==> config.mk <==
export PLATFORM = sky130hd
export DESIGN_NAME = seq_detect_moore_param_flat
export DESIGN_NICKNAME = d
export VERILOG_FILES = /design/src/rtl/seq_detect_moore_param_if.sv /design/src/rtl/seq_detect_moore_param.sv /design/src/flat_wrapper.sv
export SDC_FILE = /design/constraint.sdc
export NUM_CORES = 1
export LEC_CHECK = 0
export ABC_AREA = 1
export CORE_ASPECT_RATIO = 0.7
export CORE_MARGIN = 4
export CORE_UTILIZATION = 41
export CTS_CLUSTER_SIZE = 14
export DETAILED_ROUTE_END_ITERATION = 8
export SLEW_MARGIN = 20
export SYNTH_ARGS = -nofsm -noshare
export SYNTH_HDL_FRONTEND = slang
export SYNTH_SLANG_ARGS = --single-unit
==> constraint.sdc <==
create_clock -name clk -period 4.7 [get_ports clk]
set_clock_uncertainty 0.2 [all_clocks]
set_input_delay 0.47 -clock clk [delete_from_list [all_inputs] [get_ports clk]]
set_output_delay 0.47 -clock clk [all_outputs]
set_load 0.005 [all_outputs]
==> src/rtl/seq_detect_moore_param_if.sv <==
// Serial-stream bundle for the programmable sequence detector: bit/enable,
// pattern-load controls and the registered match outputs.
interface seq_detect_moore_param_if #(
  parameter int MAX_LEN = 8,
  parameter int CNT_W   = 8,
  parameter int LW      = $clog2(MAX_LEN + 1)
);
  logic               en;
  logic               din;
  logic               overlap;
  logic               load;
  logic [MAX_LEN-1:0] load_pattern;
  logic [LW-1:0]      load_len;
  logic               dout;
  logic [CNT_W-1:0]   match_count;

  modport master (
    output en, din, overlap, load, load_pattern, load_len,
    input  dout, match_count
  );

  modport slave (
    input  en, din, overlap, load, load_pattern, load_len,
    output dout, match_count
  );
endinterface

==> src/rtl/seq_detect_moore_param.sv <==
// Runtime-programmable Moore sequence detector with overlap select, enable
// qualification and a saturating match counter.
module seq_detect_moore_param #(
  parameter int                 MAX_LEN         = 8,
  parameter logic [MAX_LEN-1:0] DEFAULT_PATTERN = MAX_LEN'(8'b0000_1101),
  parameter int                 DEFAULT_LEN     = 4,
  parameter int                 CNT_W           = 8,
  parameter int                 LW              = $clog2(MAX_LEN + 1)
) (
  input  logic                     clk,
  input  logic                     reset,
  seq_detect_moore_param_if.slave  bus
);

  logic [MAX_LEN-1:0] r_hist, w_hist_nxt;
  logic [LW-1:0]      r_fill, w_fill_nxt;
  logic [MAX_LEN-1:0] r_pat,  w_pat_nxt;
  logic [LW-1:0]      r_len,  w_len_nxt;
  logic               r_dout, w_dout_nxt;
  logic [CNT_W-1:0]   r_cnt,  w_cnt_nxt;

  logic [MAX_LEN-1:0] w_newhist;
  logic [MAX_LEN-1:0] w_mask;
  logic               w_full;
  logic               w_eq;
  logic               w_hit;
  logic               w_load_ok;
  logic [LW-1:0]      w_fill_inc;
  logic [CNT_W-1:0]   w_cnt_inc;

  // State register
  always_ff @(posedge clk) begin
    if (reset) begin
      r_hist <= '0;
      r_fill <= '0;
      r_pat  <= DEFAULT_PATTERN;
      r_len  <= LW'(DEFAULT_LEN);
      r_dout <= 1'b0;
      r_cnt  <= '0;
    end else begin
      r_hist <= w_hist_nxt;
      r_fill <= w_fill_nxt;
      r_pat  <= w_pat_nxt;
      r_len  <= w_len_nxt;
      r_dout <= w_dout_nxt;
      r_cnt  <= w_cnt_nxt;
    end
  end

  // Only the low len bits of history take part in the compare.
  always_comb begin
    w_mask = '0;
    for (int i = 0; i < MAX_LEN; i++)
      w_mask[i] = (i < int'(r_len));
  end

  assign w_newhist  = {r_hist[MAX_LEN-2:0], bus.din};
  assign w_full     = ({1'b0, r_fill} + (LW+1)'(1)) >= {1'b0, r_len};
  assign w_eq       = ((w_newhist ^ r_pat) & w_mask) == '0;
  assign w_hit      = w_full & w_eq;
  assign w_load_ok  = (bus.load_len != '0) && (bus.load_len <= LW'(MAX_LEN));
  assign w_fill_inc = (r_fill == LW'(MAX_LEN)) ? r_fill : r_fill + LW'(1);
  assign w_cnt_inc  = (&r_cnt) ? r_cnt : r_cnt + CNT_W'(1);

  // Next-state: load beats en; an illegal load is dropped entirely.
  always_comb begin
    w_hist_nxt = r_hist;
    w_fill_nxt = r_fill;
    w_pat_nxt  = r_pat;
    w_len_nxt  = r_len;
    w_dout_nxt = r_dout;
    w_cnt_nxt  = r_cnt;
    if (bus.load) begin
      if (w_load_ok) begin
        w_pat_nxt  = bus.load_pattern;
        w_len_nxt  = bus.load_len;
        w_hist_nxt = '0;
        w_fill_nxt = '0;
        w_dout_nxt = 1'b0;
      end
    end else if (bus.en) begin
      w_hist_nxt = w_newhist;
      w_dout_nxt = w_hit;
      if (w_hit) begin
        w_cnt_nxt  = w_cnt_inc;
        w_fill_nxt = bus.overlap ? w_fill_inc : '0;
      end else begin
        w_fill_nxt = w_fill_inc;
      end
    end
  end

  // Outputs are pure register taps (Moore).
  always_comb begin
    bus.dout        = r_dout;
    bus.match_count = r_cnt;
  end

endmodule
==> src/flat_wrapper.sv <==
// flat-port wrapper written by rule: the top's interface ports become plain ports
module seq_detect_moore_param_flat 
#(
  parameter int                 MAX_LEN         = 8,
  parameter logic [MAX_LEN-1:0] DEFAULT_PATTERN = MAX_LEN'(8'b0000_1101),
  parameter int                 DEFAULT_LEN     = 4,
  parameter int                 CNT_W           = 8,
  parameter int                 LW              = $clog2(MAX_LEN + 1)
)
  (clk, reset, bus_en, bus_din, bus_overlap, bus_load, bus_load_pattern, bus_load_len, bus_dout, bus_match_count);
  seq_detect_moore_param_if #(.MAX_LEN(MAX_LEN), .CNT_W(CNT_W), .LW(LW)) bus_i ();
  input  logic clk;
  input  logic reset;
  input wire logic [$bits(bus_i.en)-1:0] bus_en;
  input wire logic [$bits(bus_i.din)-1:0] bus_din;
  input wire logic [$bits(bus_i.overlap)-1:0] bus_overlap;
  input wire logic [$bits(bus_i.load)-1:0] bus_load;
  input wire logic [$bits(bus_i.load_pattern)-1:0] bus_load_pattern;
  input wire logic [$bits(bus_i.load_len)-1:0] bus_load_len;
  output wire logic [$bits(bus_i.dout)-1:0] bus_dout;
  output wire logic [$bits(bus_i.match_count)-1:0] bus_match_count;
  assign bus_i.en = bus_en;
  assign bus_i.din = bus_din;
  assign bus_i.overlap = bus_overlap;
  assign bus_i.load = bus_load;
  assign bus_i.load_pattern = bus_load_pattern;
  assign bus_i.load_len = bus_load_len;
  assign bus_dout = bus_i.dout;
  assign bus_match_count = bus_i.match_count;
  seq_detect_moore_param #(.MAX_LEN(MAX_LEN), .DEFAULT_PATTERN(DEFAULT_PATTERN), .DEFAULT_LEN(DEFAULT_LEN), .CNT_W(CNT_W), .LW(LW)) u_core (.clk(clk), .reset(reset), .bus(bus_i));
endmodule
==> metrics, run 1 <==
status=finished clean; Net Sw Power=0.159 mW; root buffer cell=clkbuf_8; ys async rst share=0%; Synth Area in XOR/XNOR=4.37%; fin nets=311; number of synthesized register bits=32; Worst Path Required=4.70 ns; Sw Ratio=27.0%; mux contribution to synthesized area=0%; clock slew at reported path FFs=0.07 ns; Metal-1 WL=2.30 mm; Final setup viols=0; CP Launch Type=flip-flop; total wire length=4.19 mm; Post-Syn Area=1800 um2; First-pass DRT Iterations=4; detailed-route via count=1648; Compound-Gate Fraction of Synth Area=11.9%; Area after DPL=2070 um2; Crit path arrival time=2.47 ns; main combinational cell family by area after synthesis=simple AND/OR/NAND/NOR gates; Worst Setup End Kind=flip-flop; Slew @ Worst Pin=0.788 ns; I/O Buffers=26; synth top area cells=dfxtp_1 36%, nand2_1 15%, inv_1 7.1%; total track usage=16.8%; dominant cell type by area after synthesis=dfxtp_1; flop2flop setup slack=2.23 ns; number of antenna violations at the first check in global routing=0; DRC violations left=0; Initial Utilization=44.1%; min cycle time layout=2.47 ns; layout cells sized above 1=6.62%; Combinational Power Share=13.8%; Avg WL per Cell=12.4 um; RSZ-0062 raised after global routing=no; CTS tree=built; routed vias/inst=4.86; most instantiated cells after synthesis=74 x nand2_1, 34 x inv_1, 32 x dfxtp_1; chip width=87.3 um; max-cap violations=0; worst vdd ir=173 uV; most common cell in the netlist=nand2_1; Final Hold Fails=0; Flop pwr share=48.8%; setup TNS=0 ns; Pleak=0.903 nW; Synth Instances=261; DRT antenna net count=0; critical path class=flip-flop to flip-flop; Slew Viols, Final=0; cts repair resizes=0; Antenna diodes=0; Simple-Gate Fraction of Synth Area=32.5%; Setup Fix Bufs, Post-CTS=0; grt ovf=0; Post-Syn Nets=286; fin crit share=52.6%; Relative slew margins=47.3%; Post-synth EDFFs=0; largest net degree at the start of global routing=21; Top Layer Used=met4; clock share of power=37.3%; # IOs=27; critical-path cell list=ha_1 > xor2_1 > ha_1 > nand2_1 > nand2_1 > nand3_1 > nand4_2 > nand4_1 > nand3_1 > a21oi_1; Row Count=19; Clk Latency, worst-skew pair=0.28 ns; register area share after synthesis=35.5%; DRT iter0 DRCs=92; worst hold path type=flip-flop to flip-flop; TritonCTS Sinks=32; Power, Total=0.588 mW; fmax=0.404 GHz; GP Congestion=0.867; Num CTS Buffers=5; Core ar.=4090 um2; Netlist cell types=30; Syn. warnings=0; Layout area overhead=20.2%; Post-DP HPWL=3.19 mm; Critical Path Fanout Max=11; met3 WL post-DR=152 um; Total Die Area=5540 um2; vias in the first global route=1486; adder-cell share of the synthesized area=4.86%; cts hold-fix bufs=0; H-Tree Depth=2; routed wl met2=1.71 mm; post-synth top area share=35.5%; fin area=2170 um2; Internal=0.430 mW; CTS Buffer Depth=2; die span in y=63.5 um; power per cell area=271 nW/um2; CP peak stage delay=0.42 ns; fillers=423; dominant synthesized flop cell=dfxtp_1; Slowest cell on crit path=dfxtp_1; first-pass GRT wire length=7.40 mm; Mapped Avg Cell Area=6.91 um2
==> final timing paths <==
path | cells after the start | from | to
hold reg to reg | 2 | u_core.r_pat[4] | u_core.r_pat[4]
setup reg to reg | 10 | u_core.r_fill[0] | u_core.r_fill[2]
setup / recovery | 10 | u_core.r_fill[0] | u_core.r_fill[2]
hold / removal | 2 | u_core.r_pat[4] | u_core.r_pat[4]
==> metal layers <==
layer  up-vias  GRT usage [%]
met5         -              0
met4         0           5.17
met3         4           3.65
met2        30           21.9
met1       718           26.7
li1        896              -
==> cell families after synthesis <==
group,after synthesis
AOI/OAI and AO/OA,39
xor gates and xnor gates,9
adders and majority gates,7
buffers and inverters,45
DFF,32
and+or+nand+nor,129
==> cells in the final DEF (no fill, tap or decap) <==
cell             netlist  layout
a21oi_1               24      24
a21oi_2                1       1
a221oi_1               1       1
a22oi_1                2       2
and2_1                 1       1
clkbuf_8               0       6
clkdlybuf4s50_1        0      26
clkinv_2               0       2
dfxtp_1               32      32
ha_1                   7       7
inv_1                 34      34
inv_2                  2       2
inv_4                  1       1
nand2_1               74      74
nand2_2                1       1
nand3_1               16      16
nand3_2                1       1
nand3_4                1       1
nand4_1               11      11
nand4_2                1       1
nor2_1                16      16
nor2_2                 2       2
nor2_4                 1       1
nor3_1                 2       2
o211ai_1               3       3
o21ai_0                8       8
or2_0                  1       1
or2_1                  1       1
xnor2_1                3       3
xor2_1                 6       6
==> state kept, by name (all words and copies together), names as in the netlist <==
name and cells:
u_core.r_hist 7, u_core.r_len 4, u_core.bus.match_count 8, u_core.bus.dout 1, u_core.r_fill 4, u_core.r_pat 8
==> cell type report <==
type / instances / area, um2 / share of cell area [%]
clock buffers: 6 / 82.6 / 3.81
flip-flops and latches: 32 / 641 / 29.6
repair buffers: 26 / 260 / 12.0
inverters: 37 / 141 / 6.52
multi-input cells: 184 / 967 / 44.6
clock inverters: 2 / 10.0 / 0.462
well taps: 52 / 65.1 / 3.00
==> worst max-delay path, delay by kind of cell, from the launching register on <==
family	cells	cell delay [ns]
xor+xnor	1	0.22
flops	1	0.42
compound gates	1	0.14
simple gates	6	0.89
fa+ha+maj	2	0.52
==> power groups by stage <==
stage                     clock network [mW]  logic [mW]  registers, mW
final                                  0.220      0.0814          0.287
after global routing                   0.241      0.0944          0.288
after CTS                              0.228      0.0823          0.287
after detailed placement                   0      0.0817          0.293
after global placement                     0      0.0812          0.293
after floorplan                            0      0.0577          0.291
==> stage by stage <==
| stage | instances | utilization (%) | hold slack, ns | worst slack, ns |
|---|---|---|---|---|
| floorplan | 261 | - | 0.243 | 2.63 |
| global placement | 331 | 50.7 | 0.260 | 2.23 |
| detailed placement | 331 | 50.7 | 0.266 | 2.21 |
| CTS | 339 | 53.0 | 0.277 | 2.19 |
| global route | 339 | 53.0 | 0.313 | 1.92 |
| finish | 339 | 53.0 | 0.271 | 2.23 |
Power figures use the tool's default switching activity.
==> run 2: changes to the inputs <==
- PLACE_DENSITY: default -> 0.66
- clock period: 4.7 -> 2.17 ns (I/O delays scaled with it)
==> run 2 against run 1 <==
Sequential share of layout area is 2.1 points lower. Die area stayed put. Via count grew 3.3%. Cell count up 2.9%. Critical path type unchanged.
==> metrics, run 2 (same netlist as run 1, synthesis figures left out) <==
setup TNS=0 ns (unchanged); Slew @ Worst Pin=0.501 ns (-0.288 ns); I/O Buffers=26 (unchanged); First-pass DRT Iterations=4 (unchanged); crit path launch=u_core.r_fill[0]; power per cell area=551 nW/um2 (+100%); vias in the first global route=1479 (-0.47%); Final setup viols=0 (unchanged); Layout area overhead=31.0%; Slowest cell on crit path=dfxtp_4; fin crit share=98.1% (+45 points); Clk Latency, worst-skew pair=0.28 ns (about the same); largest net degree at the start of global routing=20 (-4.8%); Critical Path Fanout Max=5 (-6); CTS Buffer Depth=2 (unchanged); utilization after layout=57.8% (+4.8 points); Antenna diodes=0 (unchanged); Row Count=19 (unchanged); Slew Viols, Final=0 (unchanged); worst vdd ir=402 uV (+130%); number of antenna violations at the first check in global routing=0 (unchanged); fmax=0.470 GHz (+16%); CTS tree=built; H-Tree Depth=2 (unchanged); critical path class=flip-flop to flip-flop; Setup Fix Bufs, Post-CTS=0 (unchanged); clock slew at reported path FFs=0.06 ns (about the same); Hold Crit Start=u_core.r_pat[4]; chip width=87.3 um (unchanged); detailed-route via count=1702 (+3.3%); DRT antenna net count=0 (unchanged); DRC violations left=0 (unchanged); min cycle time layout=2.13 ns (-0.344 ns); max-cap violations=0 (unchanged); Pleak=0.960 nW (+6.3%); TritonCTS Sinks=32 (unchanged); first-pass GRT wire length=7.31 mm (-1.1%); r2r startpoint=u_core.r_fill[0]; CP peak stage delay=0.37 ns (-0.05 ns); most common cell after layout, fill and taps aside=nand2_1; Worst Setup End Kind=flip-flop; most frequent cells in the layout=73 x nand2_1, 33 x inv_1, 29 x dfxtp_1; routed vias/inst=4.88 (+0.32%); Worst Path Required=2.14 ns (-2.56 ns); fin nets=321 (+3.2%); Final Hold Fails=0 (unchanged); root buffer cell=clkbuf_8; cts hold-fix bufs=0 (unchanged); GP Congestion=0.807 (-6.9%); Total Die Area=5540 um2 (unchanged); Core ar.=4090 um2 (unchanged); RSZ-0062 raised after global routing=yes; status=finished clean; DRT iter0 DRCs=136 (+48%); grt ovf=0 (unchanged); Crit path arrival time=2.10 ns (-0.37 ns); # IOs=27 (unchanged); layout cells sized above 1=14.1% (+7.5 points); die span in y=63.5 um (unchanged); Post-DP HPWL=3.24 mm (+1.7%); Avg WL per Cell=12.7 um (+2.5%); Num CTS Buffers=5 (unchanged); Relative slew margins=66.6% (+19 points); Initial Utilization=44.1% (unchanged); worst hold path type=flip-flop to flip-flop; CP Launch Type=flip-flop; total wire length=4.43 mm (+5.5%); critical-path cell list=ha_4 > xor2_4 > ha_4 > nand2_1 > nor2_1 > nand2_1 > nand4_4 > nand4_1 > nand3_1 > a21oi_2; total track usage=16.8% (unchanged)
run 2: changes by cell type in the layout (fill, tap and decap cells not counted), sizes merged:
cell / before / now
clkinv: 2 / 0
buf: 0 / 10
clkbuf: 6 / 8
run 2: repair_timing:
item / 4_1_cts / 5_1_grt
pin swaps: 0 / 10
gates resized for setup: 2 / 18
setup endpoints to repair: 13 / 13
run 2: per-stage QoR:
step                      instance area, um2  total power [mW]  cells  hold WS, ns  worst slack, ns
after global placement                  2150             0.827    341        0.258          0.00971
after detailed placement                2150             0.829    341        0.267          -0.0177
after global routing                    2360              1.37    349        0.303          -0.0450
final                                   2360              1.30    349        0.271           0.0416
after CTS                               2250              1.30    349        0.276           0.0280
after floorplan                         1800             0.756    261        0.130           0.0979
run 2: path summary, 6_finish.rpt:
path                            slack, ns  depth (start not counted)                to
worst min register to register       0.27                          2   u_core.r_pat[4]
worst max-delay path                 0.04                         10  u_core.r_fill[3]
worst min-delay path                 0.27                          2   u_core.r_pat[4]
worst max register to register       0.04                         10  u_core.r_fill[3]
run 2: area by class of cell:
class                      count  area [um2]
tap                           52        65.1
fill                         405        1730
inverter                      37         141
timing repair buffer          36         335
clock buffer                   8        90.1
sequential                    32         649
multi-input combinational    184        1080
run 2: per-layer routing:
layer  vias to the layer above  GRT usage (%)  part of all wire, %
met5                         -              0                    0
met4                         0           4.60                  1.2
met3                         7           4.69                  5.3
met2                        41           20.9                   40
met1                       739           27.1                   53
li1                        915              -                    -
run 2: worst max-delay path, delay by kind of cell, from the launching register on:
kind                     cells  cell delay [ns]
AO/OA/AOI/OAI                1             0.06
AND/OR/NAND/NOR              6             0.74
XOR/XNOR                     1             0.19
adder cells (fa/ha/maj)      2             0.46
flip-flops                   1             0.37
run 2: where the power goes:
part / leakage (nW) / switching [mW] / total (mW) / internal [mW]
combinational: 0.652 / 0.119 / 0.211 / 0.0929
clock: 0.0455 / 0.212 / 0.470 / 0.258
sequential: 0.263 / 0.0149 / 0.621 / 0.606
==> run 3: changes to the inputs <==
- CORE_UTILIZATION: 41 -> 40
- PLACE_DENSITY: 0.66 -> default
==> run 3 against run 2 <==
Critical path depth is the same. Final area is essentially flat. Die area is 2.2% higher. Maximum frequency fell by 0.27%. Cell count grew 0.86%. First-iteration DRC count down 24%. Combinational power grew 3%. Clock-buffer cell count unchanged. Sequential share of layout area is 0.14 points lower. Setup slack worse by 0.0058 ns.
==> metrics, run 3 (same netlist as run 1, synthesis figures left out) <==
status=finished clean; Final setup viols=0 (unchanged); Worst Path Required=2.15 ns (about the same); min cycle time layout=2.13 ns (+0.00583 ns); DRT iter0 DRCs=103 (-24%); First-pass DRT Iterations=4 (unchanged); cts hold-fix bufs=0 (unchanged); CP peak stage delay=0.36 ns (about the same); worst vdd ir=344 uV (-14%); Slew Viols, Final=0 (unchanged); worst reg2reg path depth=10 (unchanged); largest net degree at the start of global routing=20 (unchanged); root buffer cell=clkbuf_8; number of antenna violations at the first check in global routing=0 (unchanged); Antenna diodes=0 (unchanged); Num CTS Buffers=5 (unchanged); critical path class=flip-flop to flip-flop; CTS Buffer Depth=2 (unchanged); fin crit share=98.3% (+0.27 points); CTS tree=built; fin nets=321 (unchanged); I/O Buffers=26 (unchanged); Cell Count Post-Placement=342 (+0.29%); crit path to=u_core.r_fill[1]; vias in the first global route=1518 (+2.6%); layout cells sized above 1=13.1% (-1.0 points); total wire length=4.43 mm (+0.16%); Avg WL per Cell=12.6 um (-0.70%); Critical Path Fanout Max=4 (-1); power per cell area=559 nW/um2 (+1.4%); detailed-route via count=1742 (+2.4%); # IOs=27 (unchanged); Relative slew margins=69.2% (+2.6 points); worst hold path type=flip-flop to flip-flop; Initial Utilization=41.4% (-2.7 points); Post-DP HPWL=3.16 mm (-2.4%); fmax=0.469 GHz (-0.27%); Layout area overhead=31.0% (about the same); GP Congestion=0.835 (+3.5%); H-Tree Depth=2 (unchanged); Core ar.=4350 um2 (+6.5%); Reg2Reg Capture Point=u_core.r_fill[1]; Row Count=20 (+1); critical-path cell list=ha_4 > xor2_2 > ha_1 > nand2_1 > nor2_1 > nand2_1 > nand4_4 > nand4_1 > nand3_1 > a21oi_2; Final WS setup=0.0358 ns (-0.00583 ns); Slew @ Worst Pin=0.461 ns (-0.0392 ns); DRC violations left=0 (unchanged); max-cap violations=0 (unchanged); die span in y=64.2 um (+1.1%); Crit path arrival time=2.11 ns (about the same); Final Hold Fails=0 (unchanged); grt ovf=0 (unchanged); most common cell after layout, fill and taps aside=nand2_1; Clk Latency, worst-skew pair=0.29 ns (about the same); Place WS=-0.0203 ns (-0.00257 ns); clock slew at reported path FFs=0.06 ns (about the same); first-pass GRT wire length=7.37 mm (+0.75%); Post-Layout Cell Count=352 (+0.86%); r2r startpoint=u_core.r_fill[0]; total track usage=16.9% (+0.060 points); flop2flop setup slack=0.04 ns (about the same); Pleak=0.974 nW (+1.5%); Total Die Area=5660 um2 (+2.2%); DRT antenna net count=0 (unchanged); routed vias/inst=4.95 (+1.5%); Worst Setup End Kind=flip-flop; TritonCTS Sinks=32 (unchanged); chip width=88.2 um (+1.1%); most frequent cells in the layout=72 x nand2_1, 34 x inv_1, 30 x dfxtp_1; CP Launch Type=flip-flop; CP most frequent cell=nand2_1; RSZ-0062 raised after global routing=yes; Slowest cell on crit path=dfxtp_4; crit path launch=u_core.r_fill[0]
## run 3: worst max-delay path: cells and delay by family (launching register included)
family | cells | cell delay, ns
AND/OR/NAND/NOR | 6 | 0.74
adder cells (fa/ha/maj) | 2 | 0.47
AO/OA/AOI/OAI | 1 | 0.06
flip-flops | 1 | 0.36
XOR/XNOR | 1 | 0.17
## run 3: timing repair
| item | in CTS | in global routing |
|---|---|---|
| setup endpoints to repair | 12 | 13 |
| gates resized for setup | 1 | 14 |
| gates cloned | 0 | 1 |
| pin swaps | 0 | 2 |
| endpoints found under the hold margin | 0 | 0 |
| setup buffers | 0 | 1 |
## run 3: final cells by class
| class | count | area [um2] |
|---|---|---|
| Sequential cell | 32 | 646 |
| Tap cell | 55 | 68.8 |
| Multi-Input combinational cell | 184 | 1040 |
| Timing Repair Buffer | 36 | 378 |
| Inverter | 37 | 141 |
| Fill cell | 427 | 1990 |
| Clock buffer | 8 | 90.1 |
## run 3: report_power, final
part           total, mW  switching, mW  leakage (nW)  internal, mW
registers          0.622         0.0148         0.262         0.607
clock network      0.480          0.222        0.0455         0.258
logic              0.218          0.117         0.667         0.101
total               1.32          0.353         0.974         0.967
## run 3: how the worst min path moves through the flow
| stage | endpoint | cells past startpoint | startpoint |
|---|---|---|---|
| floorplan | u_core.r_pat[2] | 2 | bus_load_pattern[2] |
| global placement | u_core.bus.dout | 2 | u_core.bus.dout |
| detailed placement | u_core.r_pat[1] | 2 | u_core.r_pat[1] |
| CTS | u_core.r_pat[2] | 3 | bus_load_pattern[2] |
| global route | u_core.r_pat[2] | 3 | bus_load_pattern[2] |
| finish | u_core.r_pat[1] | 2 | u_core.r_pat[1] |
## run 3: per-stage QoR
stage | hold slack, ns | instance area [um2] | util, % | total power [mW] | TNS [ns]
2_1_floorplan | 0.130 | 1800 | - | 0.756 | 0
3_3_place_gp | 0.260 | 2160 | 49.7 | 0.831 | 0
3_5_place_dp | 0.263 | 2160 | 49.7 | 0.832 | -0.0894
4_1_cts | 0.269 | 2250 | 51.8 | 1.31 | 0
5_1_grt | 0.292 | 2360 | 54.2 | 1.39 | -0.910
6_report | 0.268 | 2360 | 54.2 | 1.32 | 0
## run 3: metal layers
layer	part of all wire [%]	track usage, %	vias up
li1	-	-	912
met1	54	26.8	789
met2	38	20.2	35
met3	6.1	6.31	6
met4	1.2	4.72	0
met5	0	0	-
